[config.mk]
export PLATFORM = sky130hd
export DESIGN_NAME = green_centroid_tracker
export DESIGN_NICKNAME = d
export VERILOG_FILES = /design/src/rtl/green_track_pkg.sv /design/src/rtl/seq_divider.sv /design/src/rtl/green_centroid_tracker.sv
export SDC_FILE = /design/constraint.sdc
export NUM_CORES = 1
export LEC_CHECK = 0
export CORE_MARGIN = 1.5
export CORE_UTILIZATION = 57
export CTS_BUF_LIST = sky130_fd_sc_hd__clkbuf_8
export CTS_CLUSTER_SIZE = 24
export DETAILED_ROUTE_END_ITERATION = 12
export PLACE_DENSITY = 0.77
export SLEW_MARGIN = 30
export SYNTH_ARGS = -nofsm -noshare
export SYNTH_HDL_FRONTEND = slang
export SYNTH_HIERARCHICAL = 1
export SYNTH_SLANG_ARGS = --single-unit
export TNS_END_PERCENT = 1
[constraint.sdc]
create_clock -name PCLK -period 17.8 [get_ports PCLK]
set_input_delay 3.56 -clock PCLK [delete_from_list [all_inputs] [get_ports PCLK]]
set_output_delay 3.56 -clock PCLK [all_outputs]
set_load 0.03 [all_outputs]
[src/rtl/green_track_pkg.sv]
// Shared widths, cleared bounding-box values and FSM encoding for the green
// centroid tracker.
package green_track_pkg;

  localparam int CNT_W   = 19;
  localparam int SUM_W   = 28;
  localparam int COORD_W = 10;

  localparam logic [COORD_W-1:0] BOX_MIN_CLR = '1;
  localparam logic [COORD_W-1:0] BOX_MAX_CLR = '0;
  localparam logic [CNT_W-1:0]   CNT_MAX     = '1;

  typedef enum logic [1:0] {
    ACCUM   = 2'd0,
    DIV_X   = 2'd1,
    DIV_Y   = 2'd2,
    PUBLISH = 2'd3
  } state_e;

endpackage

[src/rtl/seq_divider.sv]
// Unsigned restoring divider, one quotient bit per cycle. The start edge
// performs the first step, so done is sampled SUM_W edges after start.
module seq_divider
  import green_track_pkg::*;
(
  input  logic             clk,
  input  logic             rst,
  input  logic             start,
  input  logic [SUM_W-1:0] dividend,
  input  logic [CNT_W-1:0] divisor,
  output logic [SUM_W-1:0] quotient,
  output logic             done
);

  logic [CNT_W-1:0] rem_q, rem_d;
  logic [SUM_W-1:0] quo_q, quo_d;
  logic [CNT_W-1:0] dvs_q;
  logic [4:0]       step_q;
  logic             active_q;
  logic             done_q;

  logic [CNT_W-1:0] src_rem;
  logic [SUM_W-1:0] src_quo;
  logic [CNT_W-1:0] src_dvs;
  logic [CNT_W:0]   trial;
  logic [CNT_W:0]   diff;
  logic             ge;

  // quo_q holds the not-yet-consumed dividend bits above the quotient bits.
  always_comb begin
    src_rem = start ? '0 : rem_q;
    src_quo = start ? dividend : quo_q;
    src_dvs = start ? divisor : dvs_q;
    trial   = {src_rem, src_quo[SUM_W-1]};
    diff    = trial - {1'b0, src_dvs};
    ge      = (trial >= {1'b0, src_dvs});
    rem_d   = ge ? diff[CNT_W-1:0] : trial[CNT_W-1:0];
    quo_d   = {src_quo[SUM_W-2:0], ge};
  end

  always_ff @(posedge clk or posedge rst) begin
    if (rst) begin
      rem_q    <= '0;
      quo_q    <= '0;
      dvs_q    <= '0;
      step_q   <= '0;
      active_q <= 1'b0;
      done_q   <= 1'b0;
    end else begin
      done_q <= 1'b0;
      if (start) begin
        rem_q    <= rem_d;
        quo_q    <= quo_d;
        dvs_q    <= divisor;
        step_q   <= 5'd1;
        active_q <= 1'b1;
      end else if (active_q) begin
        rem_q  <= rem_d;
        quo_q  <= quo_d;
        step_q <= step_q + 5'd1;
        if (step_q == 5'(SUM_W - 1)) begin
          active_q <= 1'b0;
          done_q   <= 1'b1;
        end
      end
    end
  end

  assign quotient = quo_q;
  assign done     = done_q;

endmodule

[src/rtl/green_centroid_tracker.sv]
// Per-frame green-pixel statistics (count, sums, bounding box) with a
// sequential centroid divide that overlaps accumulation of the next frame.
module green_centroid_tracker
  import green_track_pkg::*;
#(
  parameter int H_ACTIVE   = 640,
  parameter int V_ACTIVE   = 480,
  parameter int MIN_PIXELS = 64
) (
  input  logic               PCLK,
  input  logic               reset,
  input  logic               hit_valid,
  input  logic               eh_verde,
  input  logic [COORD_W-1:0] x,
  input  logic [COORD_W-1:0] y,
  input  logic               frame_end,
  output logic               result_valid,
  output logic               found,
  output logic [COORD_W-1:0] centroid_x,
  output logic [COORD_W-1:0] centroid_y,
  output logic [COORD_W-1:0] box_xmin,
  output logic [COORD_W-1:0] box_xmax,
  output logic [COORD_W-1:0] box_ymin,
  output logic [COORD_W-1:0] box_ymax,
  output logic [CNT_W-1:0]   pix_count,
  output logic               busy,
  output logic               frame_drop
);

  localparam logic [COORD_W:0] H_LIM   = (COORD_W + 1)'(H_ACTIVE);
  localparam logic [COORD_W:0] V_LIM   = (COORD_W + 1)'(V_ACTIVE);
  localparam logic [CNT_W-1:0] MIN_CNT = CNT_W'(MIN_PIXELS);

  state_e state_q, state_d;

  logic [CNT_W-1:0]   acc_cnt_q, upd_cnt;
  logic [SUM_W-1:0]   acc_sx_q, acc_sy_q, upd_sx, upd_sy;
  logic [COORD_W-1:0] acc_xmin_q, acc_xmax_q, acc_ymin_q, acc_ymax_q;
  logic [COORD_W-1:0] upd_xmin, upd_xmax, upd_ymin, upd_ymax;

  logic [CNT_W-1:0]   snap_cnt_q;
  logic [SUM_W-1:0]   snap_sy_q;
  logic [COORD_W-1:0] snap_xmin_q, snap_xmax_q, snap_ymin_q, snap_ymax_q;
  logic               snap_found_q;
  logic [COORD_W-1:0] cx_q, cy_q;

  logic               hit, snap_take, upd_found;
  logic               div_start, div_done;
  logic [SUM_W-1:0]   div_dividend, div_quot;
  logic [CNT_W-1:0]   div_divisor;

  // Statistics as they stand after this cycle's hit; snapshots use these.
  always_comb begin
    hit       = hit_valid & eh_verde & ({1'b0, x} < H_LIM) & ({1'b0, y} < V_LIM);
    upd_cnt   = (hit && acc_cnt_q != CNT_MAX) ? acc_cnt_q + 1'b1 : acc_cnt_q;
    upd_sx    = hit ? acc_sx_q + {{(SUM_W-COORD_W){1'b0}}, x} : acc_sx_q;
    upd_sy    = hit ? acc_sy_q + {{(SUM_W-COORD_W){1'b0}}, y} : acc_sy_q;
    upd_xmin  = (hit && x < acc_xmin_q) ? x : acc_xmin_q;
    upd_xmax  = (hit && x > acc_xmax_q) ? x : acc_xmax_q;
    upd_ymin  = (hit && y < acc_ymin_q) ? y : acc_ymin_q;
    upd_ymax  = (hit && y > acc_ymax_q) ? y : acc_ymax_q;
    upd_found = (upd_cnt >= MIN_CNT);
  end

  always_comb begin
    state_d      = state_q;
    snap_take    = 1'b0;
    div_start    = 1'b0;
    div_dividend = upd_sx;
    div_divisor  = upd_cnt;
    case (state_q)
      ACCUM: begin
        if (frame_end) begin
          snap_take = 1'b1;
          if (upd_found) begin
            state_d   = DIV_X;
            div_start = 1'b1;
          end else begin
            state_d = PUBLISH;
          end
        end
      end
      DIV_X: begin
        if (div_done) begin
          state_d      = DIV_Y;
          div_start    = 1'b1;
          div_dividend = snap_sy_q;
          div_divisor  = snap_cnt_q;
        end
      end
      DIV_Y:   if (div_done) state_d = PUBLISH;
      PUBLISH: state_d = ACCUM;
      default: state_d = ACCUM;
    endcase
  end

  always_ff @(posedge PCLK or posedge reset) begin
    if (reset) state_q <= ACCUM;
    else       state_q <= state_d;
  end

  // A frame boundary always restarts accumulation, even when it is dropped.
  always_ff @(posedge PCLK or posedge reset) begin
    if (reset) begin
      acc_cnt_q  <= '0;
      acc_sx_q   <= '0;
      acc_sy_q   <= '0;
      acc_xmin_q <= BOX_MIN_CLR;
      acc_xmax_q <= BOX_MAX_CLR;
      acc_ymin_q <= BOX_MIN_CLR;
      acc_ymax_q <= BOX_MAX_CLR;
    end else if (frame_end) begin
      acc_cnt_q  <= '0;
      acc_sx_q   <= '0;
      acc_sy_q   <= '0;
      acc_xmin_q <= BOX_MIN_CLR;
      acc_xmax_q <= BOX_MAX_CLR;
      acc_ymin_q <= BOX_MIN_CLR;
      acc_ymax_q <= BOX_MAX_CLR;
    end else begin
      acc_cnt_q  <= upd_cnt;
      acc_sx_q   <= upd_sx;
      acc_sy_q   <= upd_sy;
      acc_xmin_q <= upd_xmin;
      acc_xmax_q <= upd_xmax;
      acc_ymin_q <= upd_ymin;
      acc_ymax_q <= upd_ymax;
    end
  end

  always_ff @(posedge PCLK or posedge reset) begin
    if (reset) begin
      snap_cnt_q   <= '0;
      snap_sy_q    <= '0;
      snap_xmin_q  <= '0;
      snap_xmax_q  <= '0;
      snap_ymin_q  <= '0;
      snap_ymax_q  <= '0;
      snap_found_q <= 1'b0;
      cx_q         <= '0;
      cy_q         <= '0;
    end else begin
      if (snap_take) begin
        snap_cnt_q   <= upd_cnt;
        snap_sy_q    <= upd_sy;
        snap_xmin_q  <= upd_xmin;
        snap_xmax_q  <= upd_xmax;
        snap_ymin_q  <= upd_ymin;
        snap_ymax_q  <= upd_ymax;
        snap_found_q <= upd_found;
      end
      if (state_q == DIV_X && div_done) cx_q <= div_quot[COORD_W-1:0];
      if (state_q == DIV_Y && div_done) cy_q <= div_quot[COORD_W-1:0];
    end
  end

  always_ff @(posedge PCLK or posedge reset) begin
    if (reset) begin
      result_valid <= 1'b0;
      frame_drop   <= 1'b0;
      found        <= 1'b0;
      centroid_x   <= '0;
      centroid_y   <= '0;
      box_xmin     <= '0;
      box_xmax     <= '0;
      box_ymin     <= '0;
      box_ymax     <= '0;
      pix_count    <= '0;
    end else begin
      result_valid <= (state_q == PUBLISH);
      frame_drop   <= frame_end && (state_q != ACCUM);
      if (state_q == PUBLISH) begin
        found      <= snap_found_q;
        pix_count  <= snap_cnt_q;
        centroid_x <= snap_found_q ? cx_q : '0;
        centroid_y <= snap_found_q ? cy_q : '0;
        box_xmin   <= snap_found_q ? snap_xmin_q : '0;
        box_xmax   <= snap_found_q ? snap_xmax_q : '0;
        box_ymin   <= snap_found_q ? snap_ymin_q : '0;
        box_ymax   <= snap_found_q ? snap_ymax_q : '0;
      end
    end
  end

  assign busy = (state_q != ACCUM);

  seq_divider u_div (
    .clk      (PCLK),
    .rst      (reset),
    .start    (div_start),
    .dividend (div_dividend),
    .divisor  (div_divisor),
    .quotient (div_quot),
    .done     (div_done)
  );

endmodule

==> run_results.csv <==
group,metric,value,unit
run_status,status,"complete, no violations",
routing,drt_iter0_markers,1064,
min_path,min-delay-start,"snap_xmin_q[3]",
routing,vias,14171,
routing,wl_per_cell,17.07,um
logic_synthesis,yosysUniqueCellTypes,71,
logic_synthesis,ys_seq_area_frac,0.5048,
logic_synthesis,synth_area,18890,sq um
sta,fin_ws,8238,ps
layout,fill_cells,2577,
power,p_seq_frac,0.398,
cts,clk_latency,640,ps
sta,fmax,0.1046,GHz
cts,cts_tree,"built",
critical_path,worstPathCellList,"clkdlybuf4s50_1 -> nand4_1 -> nand3_2 -> buf_4 -> a211oi_1 -> xnor2_1 -> and4_1 -> a41o_1 -> nand2_4 -> buf_4 -> mux2_2 -> ha_1 -> fa_1 -> nor2b_1 -> o31ai_1 -> a211oi_1 -> nor3_4 -> o31ai_1 -> a21o_1 -> buf_8 -> nand2_1 -> nor2_1 -> a211o_1",
sta,slew_headroom,0.4019,
logic_synthesis,ys_top_cells_by_area,"dfrtp_1 (48%), ha_1 (5.4%), nand2_1 (5.2%)",
floorplan,die-height,185.0,um
routing,route.detailed.drc,0,
power,p_int,1.878,mW
power,pwr-share-comb,0.312,
placed_design,hpwlAfterDp,29.77,mm
grt,grt_max_degree,118,
floorplan,num_io_pins,108,
grt,grt_usage,0.2635,
logic_synthesis,yosysWarnings,6,
cts,cts_sinks,380,
floorplan,coreArea,32540,sq um
cts,numCtsBuffers,59,
grt,antenna_found_initial,0,
routing,wirelength,43.32,mm
logic_synthesis,synth.avg_cell_area,9.598,sq um
logic_synthesis,synth_nets,2077,
layout,area_growth,14.77,%
floorplan,rows,66,
power,p_leak,10.09,nW
power,p_switching,1.002,mW
power,ir_drop,0.1828,mV
routing,avgViaCountPerCell,5.584,
sta,worst_pin_slew,897.1,ps
logic_synthesis,synth_edf_count,0,
critical_path,r2r_cells,21,
sta,rsz0062_at_grt,"false",
critical_path,start_kind,"input port",
logic_synthesis,yosys.area.top_type_share,0.4769,
cts,post_cts_resized,0,
floorplan,start_util,0.5805,
critical_path,cp.arrival,10130,ps
logic_synthesis,syn_inst,1968,
sta,finalClockSkew,26.16,ps
critical_path,rr_startpoint,"acc_cnt_q[2]",
critical_path,cp_max_fo,63,
logic_synthesis,synth_most_common_cell,"dfrtp_1",
sta,fin_crit_sh,0.5372,
layout,drive_gt1_frac,0.08922,
cts,holdBufCountCts,0,
layout,n_antenna_cell,0,
power,power_density,132.9,nW/um^2
floorplan,dieArea,34240,sq um
cts,post_cts_buffers,0,
sta,hold_viol_final,0,
critical_path,path_class,"input port to register",
floorplan,die_w,185.0,um
placed_design,post-place-ws,7273,ps
grt,grt_overflow,0,
logic_synthesis,synth_top_area_cell,"dfrtp_1",
critical_path,critPathSlowestCell,"clkdlybuf4s50_1",
logic_synthesis,async_reset_ff_frac,1.000,
min_path,hp-class,"register to register",
cts,h-tree-depth,2,
logic_synthesis,synth-seq-cells,380,
cts,cts_buffer_depth,3,
critical_path,crit_buf_inv,4,
routing,ant_nets,0,
grt,grt_pass1_wl,71.99,mm
logic_synthesis,synth_common_cells,"dfrtp_1 (360), nand2_1 (261), nor2_1 (207)",
sta,slew_violations,0,
layout,num-nets-final,2157,
critical_path,regToRegEndpoint,"u_div/rem_q[11]",
power,swShare,0.3479,
grt,grt_pass1_vias,14286,
flow_run,cap_violations,0,
critical_path,required,18370,ps
placed_design,port_buffers,107,
critical_path,critical_path.startpoint,"y[8]",
power,p_clk_frac,0.290,
logic_synthesis,synthFlopType,"dfrtp_1",
sta,setup_viol_count_final,0,
min_path,holdPathEnd,"box_xmin[3]",
min_path,holdPathStages,2,
cts,path_clk_slew,60,ps
critical_path,critPathTopFamily,"buffers and inverters",
routing,firstDrtPassIters,5,
sta,setup-tns-final,0,ps
cts,root_buffer,"clkbuf_8",
sta,finalCriticalPeriod,9562,ps
placed_design,place.gp.congestion,0.8864,
critical_path,rrSetupSlack,11200,ps
critical_path,cp-end-kind,"register",
critical_path,critPathMaxStageDelay,650,ps
## how the worst max path moves through the flow
stage / slack, ps / end / depth (start not counted)
4_1_cts: 7960 / u_div/rem_q[11] / 22
3_3_place_gp: 7480 / u_div/rem_q[11] / 22
2_1_floorplan: 5790 / acc_cnt_q[0] / 1
6_report: 8240 / u_div/rem_q[11] / 23
3_5_place_dp: 7270 / u_div/rem_q[11] / 22
5_1_grt: 7880 / u_div/rem_q[11] / 23
## routing by layer
layer,global-route usage,vias to the layer above,wire length [um]
met5,0,-,0
met4,0.08000,0,947
met3,0.04247,75,2121
met2,0.4322,349,20700
met1,0.3612,6945,19550
li1,-,6802,-
## through the flow
stage                     instances  power [mW]    util  hold WS (ps)  area [sq um]
after global placement         2427       2.004  0.6224         460.6         20250
final                          2538       2.880  0.6662         478.3         21680
after CTS                      2537       2.885  0.6656         481.0         21660
after detailed placement       2428       2.042  0.6232         465.1         20280
after global routing           2538       3.070  0.6662         494.0         21680
after floorplan                1968       1.815       -         444.4         18890
## state kept, by name, summed over array words and instances, names as in the netlist, 19 cells and up
name            flops
snap_sy_q          28
acc_sx_q           28
acc_cnt_q          19
u_div/rem_q        19
u_div/dvs_q        19
snap_cnt_q         19
acc_sy_q           28
pix_count          19
u_div/quotient     28
## cell type report
| type | count | area [sq um] | area share |
|---|---|---|---|
| Multi-Input combinational cell | 1349 | 8463 | 0.3904 |
| Inverter | 135 | 514.2 | 0.02372 |
| Sequential cell | 380 | 9538 | 0.4400 |
| Clock buffer | 77 | 1060 | 0.04889 |
| Timing Repair Buffer | 123 | 1230 | 0.05674 |
| Tap cell | 442 | 553.0 | 0.02551 |
| Clock inverter | 32 | 319.1 | 0.01472 |
## layout by cell type, fill, tap and decap left out, types with 4 or more instances in the layout
| cell type | netlist | layout |
|---|---|---|
| clkbuf_8 | 0 | 77 |
| o31ai_1 | 5 | 5 |
| mux2_2 | 33 | 33 |
| a21o_1 | 20 | 20 |
| dfrtp_1 | 360 | 359 |
| nor3b_1 | 8 | 8 |
| nand2b_1 | 9 | 9 |
| o211ai_1 | 5 | 5 |
| nand2_1 | 261 | 258 |
| clkdlybuf4s50_1 | 0 | 106 |
| nor2_1 | 207 | 207 |
| and3_1 | 12 | 12 |
| nand4_1 | 13 | 13 |
| o22ai_1 | 9 | 9 |
| clkinv_2 | 0 | 9 |
| ha_1 | 81 | 80 |
| bufinv_16 | 0 | 7 |
| a211oi_1 | 8 | 8 |
| a22oi_1 | 7 | 7 |
| nor3_1 | 9 | 9 |
| o21a_1 | 7 | 7 |
| o21ai_1 | 30 | 30 |
| or3_1 | 5 | 5 |
| mux2i_1 | 95 | 95 |
| inv_1 | 135 | 148 |
| a21oi_1 | 99 | 99 |
| nor2b_1 | 26 | 26 |
| nor4_1 | 4 | 4 |
| xor2_1 | 26 | 26 |
| dfstp_2 | 20 | 20 |
| nand3_1 | 61 | 60 |
| and4_1 | 8 | 8 |
| a31oi_1 | 8 | 8 |
| a2111oi_4 | 4 | 4 |
| xnor2_1 | 60 | 60 |
| o21ai_0 | 179 | 179 |
| buf_4 | 1 | 12 |
## kinds of logic after synthesis
logic type	Yosys count	share of synthesized area
xor+xnor	86	0.03988
fa+ha+maj	84	0.05684
compound gates	409	0.1274
simple gates	641	0.1509
buf+inv	239	0.04962
flops	380	0.5048
mux	129	0.07061
## power groups by stage
stage,logic (mW),clock network [mW],registers (mW)
after floorplan,0.701,0,1.11
after global placement,0.853,0,1.15
after detailed placement,0.885,0,1.16
after CTS,0.890,0.851,1.14
after global routing,1.01,0.893,1.16
final,0.899,0.835,1.15
## worst register-to-register path: stages, from the launching register on
cell      delay [ps]
dfrtp_1          410
and4_1           320
and4_1           670
a211oi_1         180
xnor2_1          210
and4_1           240
a41o_1           270
nand2_4          490
buf_4            620
mux2_2           430
ha_1             230
fa_1             410
nor2b_1          230
o31ai_1          120
a211oi_1         390
nor3_4           100
o31ai_1          100
a21o_1           390
buf_8            240
nand2_1          210
nor2_1           170
a211o_1          110
No activity file was read; power rests on OpenSTA's default activity.
